## config.mk

```make
export PLATFORM = sky130hd
export DESIGN_NAME = decode_stage
export DESIGN_NICKNAME = d
export VERILOG_FILES = /design/src/rtl/decode_pkg.sv /design/src/rtl/decode_stage_regfile.sv /design/src/rtl/decode_stage.sv
export SDC_FILE = /design/constraint.sdc
export NUM_CORES = 2
export LEC_CHECK = 0
export CORE_AREA = 5 5 345 347
export DETAILED_ROUTE_END_ITERATION = 8
export DIE_AREA = 0 0 350 352
export PLACE_DENSITY = 0.84
export SLEW_MARGIN = 20
export SYNTH_ARGS = -nofsm -noshare
export SYNTH_HDL_FRONTEND = slang
export SYNTH_HIERARCHICAL = 1
export SYNTH_SLANG_ARGS = --single-unit
```

## constraint.sdc

```tcl
create_clock -name clock -period 10.25 [get_ports clock]
set_input_delay 2.05 -clock clock [delete_from_list [all_inputs] [get_ports clock]]
set_output_delay 2.05 -clock clock [all_outputs]
set_load 0.02 [all_outputs]
```

## src/rtl/decode_pkg.sv

```systemverilog
// ---------------------------------------------------------------------------
// decode_pkg
// Shared definitions for the decode stage:
//   - register file geometry
//   - supported opcodes
//   - field positions inside the 150-bit ID_EX latch
//   - decode state encodings
//   - a sign-extension helper
// No ports; imported by decode_stage and decode_stage_regfile.
// ---------------------------------------------------------------------------
package decode_pkg;

    // Register file geometry
    localparam int RF_DEPTH = 32;
    localparam int RF_IDX_W = 5;

    // Supported opcodes (instr[31:26])
    localparam logic [5:0] OP_RTYPE = 6'h00;
    localparam logic [5:0] OP_ADDI  = 6'h08;
    localparam logic [5:0] OP_LW    = 6'h23;
    localparam logic [5:0] OP_SW    = 6'h2B;
    localparam logic [5:0] OP_BEQ   = 6'h04;
    localparam logic [5:0] OP_J     = 6'h02;

    // ID_EX latch layout
    localparam int IDEX_W         = 150;
    localparam int IDEX_VALID     = 149;
    localparam int IDEX_REG_WRITE = 148;
    localparam int IDEX_MEM_READ  = 147;
    localparam int IDEX_MEM_WRITE = 146;
    localparam int IDEX_ALU_SRC   = 145;
    localparam int IDEX_OP_HI     = 144;
    localparam int IDEX_OP_LO     = 139;
    localparam int IDEX_FUNCT_HI  = 138;
    localparam int IDEX_FUNCT_LO  = 133;
    localparam int IDEX_DEST_HI   = 132;
    localparam int IDEX_DEST_LO   = 128;
    localparam int IDEX_PC_HI     = 127;
    localparam int IDEX_PC_LO     = 96;
    localparam int IDEX_RS_HI     = 95;
    localparam int IDEX_RS_LO     = 64;
    localparam int IDEX_RT_HI     = 63;
    localparam int IDEX_RT_LO     = 32;
    localparam int IDEX_IMM_HI    = 31;
    localparam int IDEX_IMM_LO    = 0;

    // Decode state encodings
    typedef enum logic [1:0] {
        ST_RESET_IDLE = 2'b00,
        ST_RUN        = 2'b01,
        ST_FLUSH      = 2'b10
    } dec_state_t;

    // Sign-extend a 16-bit immediate to 32 bits
    function automatic logic [31:0] sext16(input logic [15:0] imm);
        return {{16{imm[15]}}, imm};
    endfunction

endpackage

```

## src/rtl/decode_stage_regfile.sv

```systemverilog
// ---------------------------------------------------------------------------
// decode_stage_regfile
// 32x32 register file owned by the decode stage.
//   - one write port, used by writeback
//   - two combinational read ports with write-through bypass
//   - register 0 always reads as zero
//   - asynchronous active-low clear of all entries
// Ports:
//   clock, reset          : rising-edge clock, async active-low reset
//   we, waddr, wdata      : write port (ignored for address 0)
//   ra_addr -> ra_data    : read port A
//   rb_addr -> rb_data    : read port B
// ---------------------------------------------------------------------------
module decode_stage_regfile
    import decode_pkg::*;
#(
    parameter int NREGS = RF_DEPTH,
    parameter int IDX_W = RF_IDX_W
)
(
    input  logic             clock,
    input  logic             reset,
    input  logic             we,
    input  logic [IDX_W-1:0] waddr,
    input  logic [31:0]      wdata,
    input  logic [IDX_W-1:0] ra_addr,
    output logic [31:0]      ra_data,
    input  logic [IDX_W-1:0] rb_addr,
    output logic [31:0]      rb_data
);

    logic [31:0] mem_r [NREGS];

    // Storage array: async clear on reset, write on the rising edge
    always_ff @(posedge clock or negedge reset) begin
        if (!reset) begin
            for (int i = 0; i < NREGS; i++) begin
                mem_r[i] <= 32'd0;
            end
        end else if (we && (waddr != {IDX_W{1'b0}})) begin
            mem_r[waddr] <= wdata;
        end
    end

    // Read port A: zero register, then same-cycle writeback bypass, then array
    always_comb begin
        ra_data = 32'd0;
        if (ra_addr == {IDX_W{1'b0}}) begin
            ra_data = 32'd0;
        end else if (we && (ra_addr == waddr)) begin
            ra_data = wdata;
        end else begin
            ra_data = mem_r[ra_addr];
        end
    end

    // Read port B: same priority as port A
    always_comb begin
        rb_data = 32'd0;
        if (rb_addr == {IDX_W{1'b0}}) begin
            rb_data = 32'd0;
        end else if (we && (rb_addr == waddr)) begin
            rb_data = wdata;
        end else begin
            rb_data = mem_r[rb_addr];
        end
    end

endmodule

```

## src/rtl/decode_stage.sv

```systemverilog
// ---------------------------------------------------------------------------
// decode_stage
// Consumer of the IF_ID latch and producer of the ID_EX latch.
//   - decodes the fetched word and reads the owned register file
//   - resolves BEQ / J inside the stage
//   - detects load-use and branch-operand hazards
// Ports:
//   clock, reset        : rising-edge clock, async active-low reset
//   IF_ID, if_valid     : {pc, instruction} from fetch, and its valid bit
//   ex_dest/ex_regwrite : destination held in the EX/MEM latch
//   wb_we/addr/data     : writeback port into the register file
//   stall               : combinational; fetch holds pc and IF_ID
//   branchFlag/Target   : combinational redirect request to fetch
//   ID_EX               : registered 150-bit latch toward execute
// ---------------------------------------------------------------------------
module decode_stage
    import decode_pkg::*;
#(
    parameter int NREGS = RF_DEPTH,
    parameter int IDX_W = RF_IDX_W
)
(
    input  logic              clock,
    input  logic              reset,
    input  logic [63:0]       IF_ID,
    input  logic              if_valid,
    input  logic [IDX_W-1:0]  ex_dest,
    input  logic              ex_regwrite,
    input  logic              wb_we,
    input  logic [IDX_W-1:0]  wb_addr,
    input  logic [31:0]       wb_data,
    output logic              stall,
    output logic              branchFlag,
    output logic [31:0]       branchTarget,
    output logic [IDEX_W-1:0] ID_EX
);

    dec_state_t       state_r;
    dec_state_t       state_nxt_s;

    logic [31:0]      pc_s;
    logic [31:0]      instr_s;
    logic [5:0]       op_s;
    logic [IDX_W-1:0] rs_s;
    logic [IDX_W-1:0] rt_s;
    logic [IDX_W-1:0] rd_s;
    logic [31:0]      imm_s;
    logic [31:0]      rs_val_s;
    logic [31:0]      rt_val_s;

    logic             ctl_reg_write_s;
    logic             ctl_mem_read_s;
    logic             ctl_mem_write_s;
    logic             ctl_alu_src_s;
    logic [IDX_W-1:0] dest_s;
    logic             uses_rs_s;
    logic             uses_rt_s;

    logic             idex_valid_s;
    logic             idex_reg_write_s;
    logic             idex_mem_read_s;
    logic [IDX_W-1:0] idex_dest_s;

    logic             active_s;
    logic             load_use_s;
    logic             br_hazard_s;
    logic             hazard_s;
    logic             issue_s;
    logic             taken_s;
    logic [31:0]      target_s;
    logic [IDEX_W-1:0] id_ex_nxt_s;

    assign pc_s    = IF_ID[63:32];
    assign instr_s = IF_ID[31:0];
    assign op_s    = instr_s[31:26];
    assign rs_s    = instr_s[25:21];
    assign rt_s    = instr_s[20:16];
    assign rd_s    = instr_s[15:11];
    assign imm_s   = sext16(instr_s[15:0]);

    // Fields of the instruction currently sitting in ID_EX
    assign idex_valid_s     = ID_EX[IDEX_VALID];
    assign idex_reg_write_s = ID_EX[IDEX_REG_WRITE];
    assign idex_mem_read_s  = ID_EX[IDEX_MEM_READ];
    assign idex_dest_s      = ID_EX[IDEX_DEST_HI:IDEX_DEST_LO];

    decode_stage_regfile #(
        .NREGS (NREGS),
        .IDX_W (IDX_W)
    ) u_regfile (
        .clock   (clock),
        .reset   (reset),
        .we      (wb_we),
        .waddr   (wb_addr),
        .wdata   (wb_data),
        .ra_addr (rs_s),
        .ra_data (rs_val_s),
        .rb_addr (rt_s),
        .rb_data (rt_val_s)
    );

    // Control decode: control bits, destination and operand usage per opcode
    always_comb begin
        ctl_reg_write_s = 1'b0;
        ctl_mem_read_s  = 1'b0;
        ctl_mem_write_s = 1'b0;
        ctl_alu_src_s   = 1'b0;
        dest_s          = {IDX_W{1'b0}};
        uses_rs_s       = 1'b0;
        uses_rt_s       = 1'b0;
        case (op_s)
            OP_RTYPE: begin
                ctl_reg_write_s = 1'b1;
                dest_s          = rd_s;
                uses_rs_s       = 1'b1;
                uses_rt_s       = 1'b1;
            end
            OP_ADDI: begin
                ctl_reg_write_s = 1'b1;
                ctl_alu_src_s   = 1'b1;
                dest_s          = rt_s;
                uses_rs_s       = 1'b1;
            end
            OP_LW: begin
                ctl_reg_write_s = 1'b1;
                ctl_mem_read_s  = 1'b1;
                ctl_alu_src_s   = 1'b1;
                dest_s          = rt_s;
                uses_rs_s       = 1'b1;
            end
            OP_SW: begin
                ctl_mem_write_s = 1'b1;
                ctl_alu_src_s   = 1'b1;
                uses_rs_s       = 1'b1;
                uses_rt_s       = 1'b1;
            end
            OP_BEQ: begin
                uses_rs_s       = 1'b1;
                uses_rt_s       = 1'b1;
            end
            default: begin
                // J and unknown opcodes carry no control and read no operands
                ctl_reg_write_s = 1'b0;
            end
        endcase
    end

    // Hazard detection; only meaningful for a real instruction in RUN.
    // Writeback in the same cycle does not clear a hazard.
    always_comb begin
        active_s    = reset && if_valid && (state_r == ST_RUN);
        load_use_s  = 1'b0;
        br_hazard_s = 1'b0;
        if (idex_valid_s && idex_mem_read_s && (idex_dest_s != {IDX_W{1'b0}})) begin
            load_use_s = (uses_rs_s && (rs_s == idex_dest_s)) ||
                         (uses_rt_s && (rt_s == idex_dest_s));
        end else begin
            load_use_s = 1'b0;
        end
        if (op_s == OP_BEQ) begin
            br_hazard_s =
                ((rs_s != {IDX_W{1'b0}}) &&
                 ((idex_reg_write_s && (rs_s == idex_dest_s)) ||
                  (ex_regwrite      && (rs_s == ex_dest)))) ||
                ((rt_s != {IDX_W{1'b0}}) &&
                 ((idex_reg_write_s && (rt_s == idex_dest_s)) ||
                  (ex_regwrite      && (rt_s == ex_dest))));
        end else begin
            br_hazard_s = 1'b0;
        end
        hazard_s = active_s && (load_use_s || br_hazard_s);
        issue_s  = active_s && !hazard_s;
    end

    // Branch resolution and redirect target
    always_comb begin
        taken_s  = 1'b0;
        target_s = 32'd0;
        if (issue_s && (op_s == OP_BEQ) && (rs_val_s == rt_val_s)) begin
            taken_s  = 1'b1;
            target_s = pc_s + 32'd1 + imm_s;
        end else if (issue_s && (op_s == OP_J)) begin
            taken_s  = 1'b1;
            target_s = {6'd0, instr_s[25:0]};
        end else begin
            taken_s  = 1'b0;
            target_s = 32'd0;
        end
    end

    assign stall        = hazard_s;
    assign branchFlag   = taken_s;
    assign branchTarget = target_s;

    // Next ID_EX word: decoded instruction when issuing, otherwise a bubble
    always_comb begin
        id_ex_nxt_s = {IDEX_W{1'b0}};
        if (issue_s) begin
            id_ex_nxt_s[IDEX_VALID]                    = 1'b1;
            id_ex_nxt_s[IDEX_REG_WRITE]                = ctl_reg_write_s;
            id_ex_nxt_s[IDEX_MEM_READ]                 = ctl_mem_read_s;
            id_ex_nxt_s[IDEX_MEM_WRITE]                = ctl_mem_write_s;
            id_ex_nxt_s[IDEX_ALU_SRC]                  = ctl_alu_src_s;
            id_ex_nxt_s[IDEX_OP_HI:IDEX_OP_LO]         = op_s;
            id_ex_nxt_s[IDEX_FUNCT_HI:IDEX_FUNCT_LO]   = instr_s[5:0];
            id_ex_nxt_s[IDEX_DEST_HI:IDEX_DEST_LO]     = dest_s;
            id_ex_nxt_s[IDEX_PC_HI:IDEX_PC_LO]         = pc_s;
            id_ex_nxt_s[IDEX_RS_HI:IDEX_RS_LO]         = rs_val_s;
            id_ex_nxt_s[IDEX_RT_HI:IDEX_RT_LO]         = rt_val_s;
            id_ex_nxt_s[IDEX_IMM_HI:IDEX_IMM_LO]       = imm_s;
        end else begin
            id_ex_nxt_s = {IDEX_W{1'b0}};
        end
    end

    // Next-state logic: a stale post-reset word and a wrong-path word are
    // each squashed for one cycle; a taken branch arms the squash
    always_comb begin
        state_nxt_s = state_r;
        case (state_r)
            ST_RESET_IDLE: state_nxt_s = ST_RUN;
            ST_RUN: begin
                if (taken_s) begin
                    state_nxt_s = ST_FLUSH;
                end else begin
                    state_nxt_s = ST_RUN;
                end
            end
            ST_FLUSH:      state_nxt_s = ST_RUN;
            default:       state_nxt_s = ST_RESET_IDLE;
        endcase
    end

    // State register
    always_ff @(posedge clock or negedge reset) begin
        if (!reset) begin
            state_r <= ST_RESET_IDLE;
        end else begin
            state_r <= state_nxt_s;
        end
    end

    // ID_EX pipeline latch
    always_ff @(posedge clock or negedge reset) begin
        if (!reset) begin
            ID_EX <= {IDEX_W{1'b0}};
        end else begin
            ID_EX <= id_ex_nxt_s;
        end
    end

endmodule

```

Word-level counts from Yosys, hierarchy flattened
Index checks and enable logic that the tools add are counted.
{"block": "totals", "regBits": 1176, "input_bits": 111, "out_inout_bits": 184, "word_cells": 127}
{"block": "classes", "addsub": 2, "n_lt_le_gt_ge": 4, "eq_ne": 14, "muxes": 29, "bitwise": 3, "reduce_logical": 41}
{"operator": "$bwmux 1024", "n": 1}
{"operator": "$bmux 32 s5", "n": 2}
{"operator": "$mux 32", "n": 10}
{"operator": "$demux 32 s5", "n": 1}
{"operator": "$mux 150", "n": 1}
{"operator": "$add 32x1->32 const B", "n": 1}
{"operator": "$add 32x32->32", "n": 1}
{"operator": "$eq 32x32->1", "n": 1}
{"operator": "$eq 5x5->1", "n": 6}
{"operator": "$mux 26", "n": 1}
{"operator": "$logic_and 1x1->1", "n": 21}
{"operator": "$reduce_bool 5->1", "n": 4}
{"operator": "$ge 6x6->1 const B", "n": 3}
{"operator": "$not 5->6", "n": 3}
{"operator": "$eq 6x6->1 const B", "n": 2}
{"operator": "$logic_not 5->1", "n": 2}
{"operator": "$mux 1", "n": 10}
{"operator": "$pmux 5 s2", "n": 1}
{"operator": "$reduce_or 3->1", "n": 3}
{"operator": "$eq 6x2->1 const B", "n": 1}
{"operator": "$eq 6x3->1 const B", "n": 1}
{"operator": "$eq 6x4->1 const B", "n": 1}
{"operator": "$logic_not 6->1", "n": 1}
{"operator": "$lt 6x1->1 const B", "n": 1}
{"operator": "9 further kinds", "n": 14}

Depth between registers and ports, before layout
{"block": "depth", "depth_word": 15, "mapped_depth": 19, "ltp_nobuf": 12}

By module
The synthesis kept the hierarchy.
{"mod": "decode_stage_regfile", "n_inst": 1, "cells_per_inst": 3977, "area_per_inst_um2": 55720.9, "seq_area_each_um2": 25624.6}
{"mod": "decode_stage", "n_inst": 1, "cells_per_inst": 687, "area_per_inst_um2": 7139.3, "seq_area_each_um2": 3253.1}

Worst setup path before layout
Ideal clock, no wire load.
{"block": "synth_path", "path_type": "input to output", "start": "input IF_ID[16]", "end": "output branchTarget[11]", "arrival_time_ps": 5043, "t_required_ps": 8200, "setup_slack_ps": 3157, "path_stages": 15, "n_path_buf": 5, "path_cell_list": "buf_6 > buf_6 > buf_2 > mux4_2 > mux2i_1 > o21ai_0 > a221o_1 > xor2_1 > nor4_1 > nand4_1 > nor4_1 > and4_1 > buf_6 > buf_6 > a32o_1"}
{"block": "synth_between", "elab_cells_between_ends": 31, "classes_between": "4 x eq/ne; 9 x mux; 1 x bitwise; 17 x reduce/logical"}
{"element": "start, declared", "line": "decode_stage.sv:25", "source": "input logic [63:0] IF_ID,"}
{"element": "$not 5->6 (not written as such)", "line": "decode_stage_regfile.sv:65", "source": "rb_data = mem_r[rb_addr];"}
{"element": "$bmux 32 s5", "line": "decode_stage_regfile.sv:65"}
{"element": "$mux 32 (not written as such) (2 in series)", "line": "decode_stage_regfile.sv:65"}
{"element": "$mux 32", "line": "decode_stage_regfile.sv:62", "source": "end else if (we && (rb_addr == waddr)) begin"}
{"element": "$mux 32 (*)", "line": "decode_stage_regfile.sv:60", "source": "if (rb_addr == {IDX_W{1'b0}}) begin"}
{"element": "via rt_val_s[27]", "line": "decode_stage.sv:49", "source": "logic [31:0] rt_val_s;"}
{"element": "$eq 32x32->1 (*)", "line": "decode_stage.sv:179", "source": "if (issue_s && (op_s == OP_BEQ) && (rs_val_s == rt_val_s)) begin"}
{"element": "$logic_and 1x1->1 (*)", "line": "decode_stage.sv:179"}
{"element": "$mux 32 (*)", "line": "decode_stage.sv:179"}
{"element": "end, declared", "line": "decode_stage.sv:34", "source": "output logic [31:0] branchTarget,"}
Mark *: on every way through the listed nets, which the timed path passes. The rest lies on a longest branch. The select of a mux whose other input is x is not followed.

Final worst setup path
{"block": "layout_path", "start": "input IF_ID[16]", "end": "output branchTarget[18]"}
The elaborated chain is that of the path after synthesis.

==> results.yml <==
sta:
  fin_tns_setup_ns: 0
  fin_crit_ns: 10.21
  timing_hold_violations_final: 0
  fin_skew_ns: 0.03637
  rsz0062_at_grt: "false"
  max_freq_ghz: 0.09799
  max_slew_margin_pct: 23.23
  period_share_pct: 99.56
  tightest_slew_ns: 1.149
  setup_slack_ns: 0.04476
  final_max_slew_viol_count: 0
  setup_viol: 0
detailed_routing:
  ant_nets: 0
  via_per_inst: 7.265
  dr.pass1.iters: 9
  drt_wl_total_um: 220300
  drc: 18
  initialDrtViolationCount: 6765
  dr_wl_met2_um: 91850
  route.met3.wl_um: 34500
  wl_met1_um: 74760
  vias: 46440
  maxUsedRoutingLayer: "met5"
  wl_per_cell_um: 34.46
worst_setup_path:
  critPathMaxStageDelay_ns: 0.63
  cp_slowest_cell: "clkdlybuf4s50_1"
  r2r_cells: 14
  critPathRequiredTime_ns: 8.20
  cp-startpoint: "IF_ID[16]"
  cp_cell_sequence: "buf_8 -> buf_4 -> mux4_2 -> nor2b_1 -> a31oi_1 -> o21ai_1 -> a211oi_1 -> nor2_1 -> xor2_1 -> nor4_1 -> nand4_1 -> nor4_2 -> buf_4 -> and4_1 -> buf_12 -> a32o_1 -> clkdlybuf4s50_1"
  path_class: "input pin to output pin"
  crit_fanout: 53
  crit_end: "branchTarget[18]"
  rrSetupSlack_ns: 5.61
  arrival_ns: 8.16
  r2r-end: "state_r[0]$_DFF_PN0_"
  end_kind: "output pin"
  r2r_start: "u_regfile/mem_r[30]$_DFFE_PN0P_"
  startpoint_type: "input pin"
  cp_common_cell: "buf_4"
clock_network:
  htreeDepth: 3
  tritoncts: "yes"
  clock_tree.root_cell: "clkbuf_16"
  path_clk_slew_ns: 0.06
  cts_buffers: 115
  cts_sinks: 1154
  clk_path_buf_depth: 3
  worstSkewPairLatency_ns: 0.74
  post-cts-setup-buffer-count: 0
synthesis:
  synth_top_area_cell: "dfrtp_1"
  syn-num-nets: 4807
  async_flop_share_pct: 100.0
  yosysWarnings: 6
  synth-seq-cells: 1154
  synthesis.area_mm2: 0.06286
  synth_ff_type: "dfrtp_1"
  synth_top_area_share_pct: 45.94
  ys_types: 86
  synthCells: 4664
  synth.most_common_cell: "dfrtp_1"
  ys_top_cells_by_count: "dfrtp_1, mux2_2, mux4_2"
  synth-edff-count: 0
  ys_top_cells_by_area: "dfrtp_1, mux2_2, mux4_2"
  synth-seq-area-share_pct: 45.94
  syn_avg_cell_area_um2: 13.48
global_route:
  grt_pass1_wl_um: 320500
  antenna_found_initial: 31
  grt_pass1_vias: 47280
  grt_remaining_overflow: 0
  grtUsageTotal_pct: 35.12
  grt_max_degree: 170
final_layout:
  syn2layout_area_growth_pct: 12.80
  finish.utilization_pct: 61.35
  drive_gt1_share_pct: 38.97
  fillers: 8335
  layout.nets: 4888
min_path:
  hp-class: "register to register"
die:
  num_rows: 125
  core_mm2: 0.1156
  die-area_mm2: 0.1232
  start_util_pct: 54.39
  die_x_um: 350
  io_pins: 295
  die_height_um: 352
run_status:
  violations: "design-rule violations"
  status: "finished, violations left"
placement:
  pre_cts_ws_ns: 0.3757
  numPortBuffers: 294
  globalplace.congestion: 1.021
  place_hpwl_um: 138800
job:
  maxCapViolCount: 0
pwr:
  p_leak_nw: 31.21
  power-per-cell-area_mw_per_mm2: 188.4
  vdd_ir_drop_max_uv: 153.7
==> worst min-delay path by stage <==
stage / from / end / slack [ns] / depth (start not counted)
after floorplan: state_r[0]$_DFF_PN0_ / state_r[0]$_DFF_PN0_ / 0.43 / 1
after global placement: u_regfile/mem_r[1008]$_DFFE_PN0P_ / u_regfile/mem_r[1008]$_DFFE_PN0P_ / 0.38 / 0
final: u_regfile/mem_r[993]$_DFFE_PN0P_ / u_regfile/mem_r[993]$_DFFE_PN0P_ / 0.40 / 0
after global routing: u_regfile/mem_r[1020]$_DFFE_PN0P_ / u_regfile/mem_r[1020]$_DFFE_PN0P_ / 0.41 / 0
after CTS: u_regfile/mem_r[1013]$_DFFE_PN0P_ / u_regfile/mem_r[1013]$_DFFE_PN0P_ / 0.40 / 0
after detailed placement: u_regfile/mem_r[1021]$_DFFE_PN0P_ / u_regfile/mem_r[1021]$_DFFE_PN0P_ / 0.38 / 0
==> placed cells by master (no fill, tap or decap), types with 74 or more instances in the layout <==
cell	instances
nand2_1	121
nor2_1	78
mux4_2	371
a21oi_1	111
mux2i_1	258
clkdlybuf4s50_1	279
mux2_2	1049
o21ai_0	78
dfrtp_1	1154
a22oi_1	74
and3_1	132
clkbuf_16	117
buf_4	153
==> flip-flops by register name, summed over array words and instances (netlist names) <==
register / flops
ID_EX: 128
u_regfile/mem_r: 1024
state_r: 2
==> worst max-delay path, delay by kind of cell <==
kind / cells / cell delay [ns]
buf+inv: 5 / 2.01
simple gates: 6 / 1.80
xor+xnor: 1 / 0.28
compound gates: 4 / 1.25
mux: 1 / 0.56
==> cell families (layout without fill, tap and decap cells) <==
kind of cell    count (synthesis)  in the layout  synth area share (%)
compound gates                597            597                 6.696
xor+xnor                       87             87                 1.212
fa+ha+maj                      32             32                0.6489
buf+inv                       517            698                 4.293
flops                        1154           1154                 45.94
mux                          1678           1678                 36.19
other cells                     0             23                     0
simple gates                  599            599                 5.018
==> routing by layer <==
layer	track usage (%)	vias up
met1	43.57	23400
li1	-	17890
met4	22.54	22
met2	49.31	3889
met3	16.41	1240
met5	1.491	-
==> what timing repair did <==
item	CTS	global route
gates resized for setup	0	1
hold buffers	0	0
endpoints found under the setup margin	0	33
==> where the power goes <==
group | switching, W | internal [W] | total (W)
Sequential | 0.000601 | 0.00535 | 0.00595
Clock | 0.00188 | 0.00260 | 0.00447
Combinational | 0.00140 | 0.00154 | 0.00294
==> area by class of cell <==
cell class | count | area, µm² | area share, %
multi-input cells | 2993 | 31550 | 44.49
flip-flops and latches | 1154 | 28880 | 40.73
repair buffers | 465 | 4446 | 6.270
clock buffers | 168 | 3430 | 4.837
well taps | 1524 | 1907 | 2.689
clock inverters | 49 | 579.3 | 0.8170
inverters | 16 | 62.56 | 0.08823
diodes | 23 | 57.56 | 0.08117
==> through the flow <==
| step | instance area (µm²) | hold WS, ns | std cells | power, W |
|---|---|---|---|---|
| final | 70910 | 0.3990 | 6392 | 0.01336 |
| after global routing | 70870 | 0.4091 | 6377 | 0.01379 |
| after floorplan | 62860 | 0.4269 | 4664 | 0.007817 |
| after detailed placement | 66830 | 0.3823 | 6152 | 0.008818 |
| after CTS | 70840 | 0.3980 | 6369 | 0.01327 |
| after global placement | 66830 | 0.3771 | 6152 | 0.008658 |
Note: power is estimated with default switching activity, not from simulation.
